[src/rtl/mips_imem_loader.sv]
// Boot-time loader: byte stream -> big-endian instruction words -> imem writes; holds the core in reset until loaded.
// Optional checksum byte and CHECK state are enabled by defining LOADER_CHECKSUM_EN.
module mips_imem_loader #(
    parameter int ADDR_W = 8
) (
    input  logic              clk,
    input  logic              reset,
    input  logic              start,
    input  logic              in_valid,
    input  logic [7:0]        in_data,
    output logic              in_ready,
    output logic              imem_we,
    output logic [ADDR_W-1:0] imem_addr,
    output logic [31:0]       imem_wdata,
    output logic              core_reset_n,
    output logic              load_done,
    output logic              load_error
);

    typedef enum logic [2:0] {
        HDR_HI,
        HDR_LO,
        DATA,
        FLUSH,
`ifdef LOADER_CHECKSUM_EN
        CHECK,
`endif
        DONE,
        ERR
    } state_e;

    localparam logic [31:0] CAPACITY = 32'd1 << ADDR_W;

    state_e            state_q, state_d;
    logic [7:0]        hdr_hi_q, hdr_hi_d;
    logic [ADDR_W-1:0] last_q, last_d;
    logic [ADDR_W-1:0] word_cnt_q, word_cnt_d;
    logic [1:0]        byte_cnt_q, byte_cnt_d;
    logic [23:0]       shift_q, shift_d;
    logic              we_q, we_d;
    logic [ADDR_W-1:0] addr_q, addr_d;
    logic [31:0]       wdata_q, wdata_d;
`ifdef LOADER_CHECKSUM_EN
    logic [7:0]        csum_q, csum_d;
`endif

    logic        accept;
    logic [15:0] count;

    assign accept = in_valid && in_ready;
    assign count  = {hdr_hi_q, in_data};

    always_ff @(posedge clk or negedge reset) begin
        if (!reset) begin
            state_q    <= HDR_HI;
            hdr_hi_q   <= '0;
            last_q     <= '0;
            word_cnt_q <= '0;
            byte_cnt_q <= '0;
            shift_q    <= '0;
            we_q       <= 1'b0;
            addr_q     <= '0;
            wdata_q    <= '0;
`ifdef LOADER_CHECKSUM_EN
            csum_q     <= '0;
`endif
        end else begin
            // NOTE: non-blocking assignments so every register samples the pre-edge values.
            state_q    <= state_d;
            hdr_hi_q   <= hdr_hi_d;
            last_q     <= last_d;
            word_cnt_q <= word_cnt_d;
            byte_cnt_q <= byte_cnt_d;
            shift_q    <= shift_d;
            we_q       <= we_d;
            addr_q     <= addr_d;
            wdata_q    <= wdata_d;
`ifdef LOADER_CHECKSUM_EN
            csum_q     <= csum_d;
`endif
        end
    end

    always_comb begin
        // NOTE: every variable gets a default here so no path infers a latch.
        state_d    = state_q;
        hdr_hi_d   = hdr_hi_q;
        last_d     = last_q;
        word_cnt_d = word_cnt_q;
        byte_cnt_d = byte_cnt_q;
        shift_d    = shift_q;
        we_d       = 1'b0;
        addr_d     = addr_q;
        wdata_d    = wdata_q;
`ifdef LOADER_CHECKSUM_EN
        csum_d     = csum_q;
        if (accept && (state_q == HDR_HI || state_q == HDR_LO || state_q == DATA))
            csum_d = csum_q ^ in_data;
`endif
        case (state_q)
            HDR_HI: begin
                if (accept) begin
                    hdr_hi_d = in_data;
                    state_d  = HDR_LO;
                end
            end
            HDR_LO: begin
                if (accept) begin
                    // Store N-1 so the last-word compare stays ADDR_W wide even for N = 2^ADDR_W.
                    last_d     = ADDR_W'(count - 16'd1);
                    word_cnt_d = '0;
                    byte_cnt_d = '0;
                    if ({16'd0, count} > CAPACITY)
                        state_d = ERR;
                    else if (count == 16'd0)
`ifdef LOADER_CHECKSUM_EN
                        state_d = CHECK;
`else
                        state_d = DONE;
`endif
                    else
                        state_d = DATA;
                end
            end
            DATA: begin
                if (accept) begin
                    byte_cnt_d = byte_cnt_q + 2'd1;
                    shift_d    = {shift_q[15:0], in_data};
                    if (byte_cnt_q == 2'd3) begin
                        we_d       = 1'b1;
                        addr_d     = word_cnt_q;
                        wdata_d    = {shift_q, in_data};
                        word_cnt_d = word_cnt_q + ADDR_W'(1);
                        if (word_cnt_q == last_q)
`ifdef LOADER_CHECKSUM_EN
                            state_d = CHECK;
`else
                            state_d = FLUSH;
`endif
                    end
                end
            end
            FLUSH: state_d = DONE;
`ifdef LOADER_CHECKSUM_EN
            CHECK: begin
                if (accept)
                    state_d = (in_data == csum_q) ? DONE : ERR;
            end
`endif
            DONE, ERR: begin
                if (start) begin
                    state_d    = HDR_HI;
                    word_cnt_d = '0;
                    byte_cnt_d = '0;
`ifdef LOADER_CHECKSUM_EN
                    csum_d     = '0;
`endif
                end
            end
            default: state_d = HDR_HI;
        endcase
    end

    always_comb begin
        in_ready     = 1'b0;
        core_reset_n = 1'b0;
        load_done    = 1'b0;
        load_error   = 1'b0;
        case (state_q)
            HDR_HI, HDR_LO, DATA: in_ready = 1'b1;
`ifdef LOADER_CHECKSUM_EN
            CHECK:                in_ready = 1'b1;
`endif
            DONE: begin
                core_reset_n = 1'b1;
                load_done    = 1'b1;
            end
            ERR:                  load_error = 1'b1;
            default:              in_ready = 1'b0;
        endcase
    end

    assign imem_we    = we_q;
    assign imem_addr  = addr_q;
    assign imem_wdata = wdata_q;

endmodule

[config.mk]
export PLATFORM = sky130hd
export DESIGN_NAME = mips_imem_loader
export DESIGN_NICKNAME = d
export VERILOG_FILES = /design/src/rtl/mips_imem_loader.sv
export SDC_FILE = /design/constraint.sdc
export NUM_CORES = 1
export LEC_CHECK = 0
export ABC_AREA = 1
export CORE_ASPECT_RATIO = 0.7
export CORE_MARGIN = 5
export CORE_UTILIZATION = 35
export DETAILED_ROUTE_END_ITERATION = 8
export PLACE_DENSITY = 0.67
export SETUP_SLACK_MARGIN = 0.3
export SYNTH_ARGS = -nofsm -noshare
export SYNTH_HDL_FRONTEND = slang
export SYNTH_SLANG_ARGS = --single-unit
[constraint.sdc]
create_clock -name clk -period 3.4 [get_ports clk]
set_clock_uncertainty 0.1 [all_clocks]
set_input_delay 1.02 -clock clk [delete_from_list [all_inputs] [get_ports clk]]
set_output_delay 1.02 -clock clk [all_outputs]
set_load 0.005 [all_outputs]
==> results.cfg, run 1 <==
[place]
placement.io_buffers = 56
routabilityCongestion = 0.853
place_worst_setup_slack_ns = 0.591
place.detailed.hpwl_mm = 6.60
placement.cell_area_sq_um = 4790

[cells_and_area]
flow.area_growth_from_synthesis_pct = 24.7
area_used_by_multi_input_combinational_logic_sq_um = 1430
num-fill-cells = 1120
drive_gt1_frac = 0.0646
finalInstanceArea_sq_um = 5110
num-nets-final = 538
regArea_sq_um = 2350
number_of_antenna_repair_diodes = 0

[synthesis]
synth-seq-area-share = 0.574
synth_nets = 483
ys.flop_type = dfrtp_1
synthesis.yosys.warnings = 0
syn-mean-instance-area_sq_um = 8.77
synth-edff-count = 0
synth.lib_cells_used.distinct = 28
synth_cells = 467
synthesis.area_sq_um = 4100
ys_top_cells_by_area = dfrtp_1 (57%), nand2_1 (14%), o21ai_0 (9.0%)
ys_top_cells_by_count = nand2_1 (153), dfrtp_1 (94), o21ai_0 (74)
yosysTopAreaCellShare = 0.574
most_frequent_cell_after_synthesis = nand2_1
fraction_of_synthesis_flops_using_an_asynchronous_set_or_reset_pin = 1.00
yosys.area.top_type = dfrtp_1
count_of_state_elements_after_synthesis = 94

[clock_network]
clock_sinks = 94
tritoncts_clock_tree = yes
post_cts.resized_instances = 0
cts.path.max_buffers = 2
hold_buffers = 0
cts_setup_buffers = 0
cts_root_buffer = clkbuf_16
clkSlewWorstSetupHoldPaths_ns = 0.07
tritoncts.num_buffers = 9
clkLatencyLatePin_ns = 0.34
h-tree-depth = 3

[worst_setup_path]
critical_path_peak_fanout = 4
worst_ep_arrival_time_ns = 1.74
cp_num_buf_inv = 3
crit-reg2reg-launch = state_q[2]$_DFFE_PN0P_
crit_start = state_q[2]$_DFFE_PN0P_
worstPathRequired_ns = 2.28
type_of_the_worst_setup_path = reg2out
critical-path-slowest-cell = clkdlybuf4s50_1
crit_path_max_incr_delay_ns = 0.50
crit_end_element = primary output
ordered_cell_list_for_the_critical_path = inv_1 > nand3_2 > nand2_1 > inv_2 > nand2_1 > clkdlybuf4s50_1
cp_top_family = buffers and inverters
setup.worst_path.start_class = register
worst_path_most_repeated_cell = nand2_1

[die]
die_w_um = 139
placementRows = 33
initial_core_util = 0.353
die_boundary_height_um = 101
ios = 57
floorplan.die_area_sq_um = 14000
core-area_sq_um = 11600

[sta]
tns_ns = 0
final_hold_viol_count = 0
setup_repair_after_global_routing_missed_its_margin = false
finalSetupViolCount = 0
worst_slew_pin_slew_ns = 0.642
maxSlewHeadroom = 0.572
hold-worst-slack_ns = 0.376
maximum_clock_frequency_mhz = 350
finalCriticalPeriod_ns = 2.86
timing.final.ws_setup_ns = 0.540
final_max_tran_viols = 0
period_share = 0.841

[hold_path]
start_point_of_the_worst_min_delay_path = shift_q[17]$_DFFE_PN0P_
hold_path_class = reg2reg

[drt]
detail_route.vias_per_cell = 4.57
drc = 0
drtIter0Drc = 330
number_of_nets_with_antenna_violations_after_routing = 0
pre_repair_dr_iteration_count = 8
wire_per_inst_um = 13.4
routed_wl_mm = 9.13
dr_total_vias = 3118

[grt]
grt_first_pass_wirelength_mm = 15.2
maximum_number_of_pins_on_one_net_before_global_route_repair = 57
number_of_antenna_violations_at_the_first_check_in_global_routing = 0
grt.total_usage = 0.137
vias_in_the_first_global_route = 2979
grt_remaining_overflow = 0

[power_and_ir_drop]
p_seq_frac = 0.448
power.internal_w = 0.00226
power.leakage_nw = 2.37
irDropWorstVdd_mv = 0.331
power_switching_w = 0.000987
cellPowerDensity_nw_per_um2 = 636
power.share.clock = 0.325
comb_power_share = 0.227
power_switching_share = 0.304

[status]
result_of_the_run = complete, no violations

[run]
max_cap_viol_count = 0
## flip-flops by register name, indices dropped and copies added, names as in the netlist
| register | flops |
|---|---|
| last_q | 8 |
| imem_we | 1 |
| shift_q | 24 |
| hdr_hi_q | 8 |
| word_cnt_q | 8 |
| imem_addr | 8 |
| byte_cnt_q | 2 |
| state_q | 3 |
| imem_wdata | 32 |
## worst register-to-register path, stage by stage (launching register included)
cell     delay, ns
dfrtp_1       0.41
inv_1         0.12
nand3_2       0.14
inv_4         0.14
nand3_4       0.21
buf_4         0.37
o32ai_1       0.28
## routing by layer
metal | track usage | vias up | share of wire
li1 | - | 1585 | -
met1 | 0.199 | 1441 | 0.50
met2 | 0.201 | 86 | 0.43
met3 | 0.0450 | 6 | 0.068
met4 | 0.0271 | 0 | 0.0082
met5 | 0 | - | 0
## cell type report
| type | count | share of cell area |
|---|---|---|
| inverters | 56 | 0.0416 |
| repair buffers | 61 | 0.119 |
| flip-flops and latches | 94 | 0.460 |
| clock buffers | 12 | 0.0482 |
| clock inverters | 3 | 0.0135 |
| well taps | 157 | 0.0384 |
| multi-input cells | 300 | 0.279 |
## metrics by stage
step           total power [W]  instances   util
3_3_place_gp           0.00218        668  0.413
6_report               0.00325        683  0.440
3_5_place_dp           0.00221        668  0.413
2_1_floorplan          0.00196        467      -
4_1_cts                0.00328        683  0.440
5_1_grt                0.00348        683  0.440
## power groups by stage
stage,sequential [W],combinational [W],clock (W)
6_report,0.00146,0.000739,0.00106
5_1_grt,0.00148,0.000856,0.00114
4_1_cts,0.00145,0.000742,0.00109
3_5_place_dp,0.00147,0.000740,0
3_3_place_gp,0.00147,0.000718,0
2_1_floorplan,0.00144,0.000522,0
## layout by cell type (no fill, tap or decap), types with 2 or more instances in the layout
cell type,n
nand3_1,14
o22ai_2,3
clkdlybuf4s50_1,55
nand2_2,3
inv_1,51
bufinv_16,2
nor3_1,3
clkbuf_16,9
buf_4,5
clkbuf_1,2
xnor2_1,3
nand4_1,2
inv_2,4
xor2_1,8
dfrtp_1,94
nand2_1,153
o21ai_1,5
o21ai_0,74
nor2_1,18
a21oi_1,3
ha_1,4
## final timing paths
path                       slack, ns  cells past startpoint                          to
setup / recovery                0.54                      6                    in_ready
hold / removal                  0.38                      2  imem_wdata[25]$_DFFE_PN0P_
setup reg to reg                1.52                      6   word_cnt_q[2]$_DFFE_PN0P_
hold reg to reg                 0.38                      2  imem_wdata[25]$_DFFE_PN0P_
max in group asynchronous       1.94                      2  imem_wdata[10]$_DFFE_PN0P_
min in group asynchronous       0.59                      1      state_q[2]$_DFFE_PN0P_
## logic make-up (layout without fill, tap and decap cells)
logic type | after synthesis | in the layout | synth area share
flip-flops | 94 | 94 | 0.574
AO/OA/AOI/OAI | 88 | 88 | 0.115
multiplexers | 1 | 1 | 0.00244
adder cells (fa/ha/maj) | 4 | 4 | 0.0122
AND/OR/NAND/NOR | 196 | 196 | 0.195
XOR/XNOR | 11 | 11 | 0.0235
buffers and inverters | 73 | 132 | 0.0782
(Power assumes the default switching activity.)
==> run 2, diff against run 1 <==
- PLACE_DENSITY: 0.67 -> 0.69
- clock period: 3.4 -> 2.45 ns (I/O delays scaled with it)
==> results.cfg, run 2 (same netlist as run 1, synthesis figures left out) <==
[cells_and_area]
drive_gt1_frac = 0.106
largest_reg_flops = 32
flow.area_growth_from_synthesis_pct = 27.5
layout.core_utilization = 0.450
number_of_antenna_repair_diodes = 0
num-nets-final = 548
layout.cells.most_common = nand2_1
layout.cells.most_common_list = nand2_1 (151), dfrtp_1 (92), o21ai_0 (74)

[die]
initial_core_util = 0.353
floorplan.die_area_sq_um = 14000
core-area_sq_um = 11600
die_w_um = 139
die_boundary_height_um = 101
ios = 57
placementRows = 33

[worst_setup_path]
worst_ep_arrival_time_ns = 1.32
worstPathRequired_ns = 1.62
r2r.worst_path.cells = 8
critical_path_peak_fanout = 3
setup.worst_path.start_class = register
crit_end_element = primary output
type_of_the_worst_setup_path = reg2out

[clock_network]
cts.path.max_buffers = 2
cts_root_buffer = clkbuf_16
hold_buffers = 0
tritoncts_clock_tree = yes
h-tree-depth = 3
tritoncts.num_buffers = 9
clock_sinks = 94
clkLatencyLatePin_ns = 0.34
clkSlewWorstSetupHoldPaths_ns = 0.06

[drt]
drtIter0Drc = 245
dr_total_vias = 3247
routed_wl_mm = 9.49
detail_route.vias_per_cell = 4.68
pre_repair_dr_iteration_count = 5
drc = 0
wire_per_inst_um = 13.7
number_of_nets_with_antenna_violations_after_routing = 0

[run]
max_cap_viol_count = 0

[place]
placement.io_buffers = 56
place.detailed.hpwl_mm = 6.75
routabilityCongestion = 0.828

[sta]
finalCriticalPeriod_ns = 2.15
maximum_clock_frequency_mhz = 465
worst_slew_pin_slew_ns = 0.530
period_share = 0.878
maxSlewHeadroom = 0.646
hold-worst-slack_ns = 0.295
final_max_tran_viols = 0
finalSetupViolCount = 0
setup_repair_after_global_routing_missed_its_margin = true
final_hold_viol_count = 0

[power_and_ir_drop]
cellPowerDensity_nw_per_um2 = 878
power.leakage_nw = 2.43
irDropWorstVdd_mv = 0.427

[grt]
number_of_antenna_violations_at_the_first_check_in_global_routing = 0
grt_remaining_overflow = 0
maximum_number_of_pins_on_one_net_before_global_route_repair = 95
grt_first_pass_wirelength_mm = 16.1
grt.total_usage = 0.144
vias_in_the_first_global_route = 3202

[hold_path]
hold_path_class = in2async

[status]
result_of_the_run = complete, no violations
[run 2: cell types whose count changed in the layout (fill, tap and decap cells not counted), sizes merged]
cell | before | now
clkdlybuf4s50 | 55 | 51
bufinv | 2 | 1
clkinvlp | 0 | 1
dlygate4sd2 | 0 | 3
clkinv | 1 | 2
buf | 6 | 16
clkbuf | 12 | 13
[run 2: area by class of cell]
cell class                 instances  area, sq um
clock buffer                      12          256
inverter                          56          213
timing repair buffer              71          691
clock inverter                     4         55.1
sequential                        94         2350
tap                              157          196
fill                            1113         6380
multi-input combinational        300         1460
[run 2: per-stage QoR]
step | power, W | setup WS (ns) | setup TNS, ns | instance area [sq um] | cells
floorplan | 0.00272 | 0.690 | 0 | 4100 | 467
global placement | 0.00305 | 0.0597 | 0 | 4840 | 673
detailed placement | 0.00310 | -0.0198 | -0.0198 | 4840 | 673
CTS | 0.00458 | 0.153 | 0 | 5190 | 692
global route | 0.00489 | 0.235 | 0 | 5220 | 694
finish | 0.00459 | 0.299 | 0 | 5220 | 694
[run 2: power by group]
part,internal (W),switching [W],total [W]
clock,0.000850,0.000587,0.00144
combinational,0.000423,0.000677,0.00110
sequential,0.00183,0.000214,0.00205
[run 2: repair_timing]
item,4_1_cts,5_1_grt
pin swaps,0,3
buffers inserted,3,2
endpoints found under the setup margin,4,5
resized for setup,10,9
[run 2: critical path: stages, from the launching register on]
cell and delay [ns]:
dfrtp_2 0.41, buf_6 0.13, nor3_4 0.19, inv_2 0.06, nand2_2 0.07, clkbuf_2 0.11
[run 2: worst paths after layout]
path | from | end | slack [ns]
setup / recovery | state_q[1]$_DFFE_PN0P_ | in_ready | 0.30
hold / removal | reset | state_q[2]$_DFFE_PN0P_ | 0.29
setup reg to reg | state_q[2]$_DFFE_PN0P_ | word_cnt_q[1]$_DFFE_PN0P_ | 0.66
hold reg to reg | imem_wdata[31]$_DFFE_PN0P_ | imem_wdata[31]$_DFFE_PN0P_ | 0.38
max in group asynchronous | reset | imem_wdata[15]$_DFFE_PN0P_ | 1.51
min in group clk | imem_wdata[31]$_DFFE_PN0P_ | imem_wdata[31]$_DFFE_PN0P_ | 0.38
[run 2: layer usage]
| layer | GRT usage | routed length (um) | vias to the layer above |
|---|---|---|---|
| met3 | 0.0465 | 587 | 9 |
| li1 | - | - | 1598 |
| met4 | 0.0301 | 89 | 0 |
| met2 | 0.214 | 4110 | 98 |
| met1 | 0.207 | 4700 | 1542 |
| met5 | 0 | 0 | - |
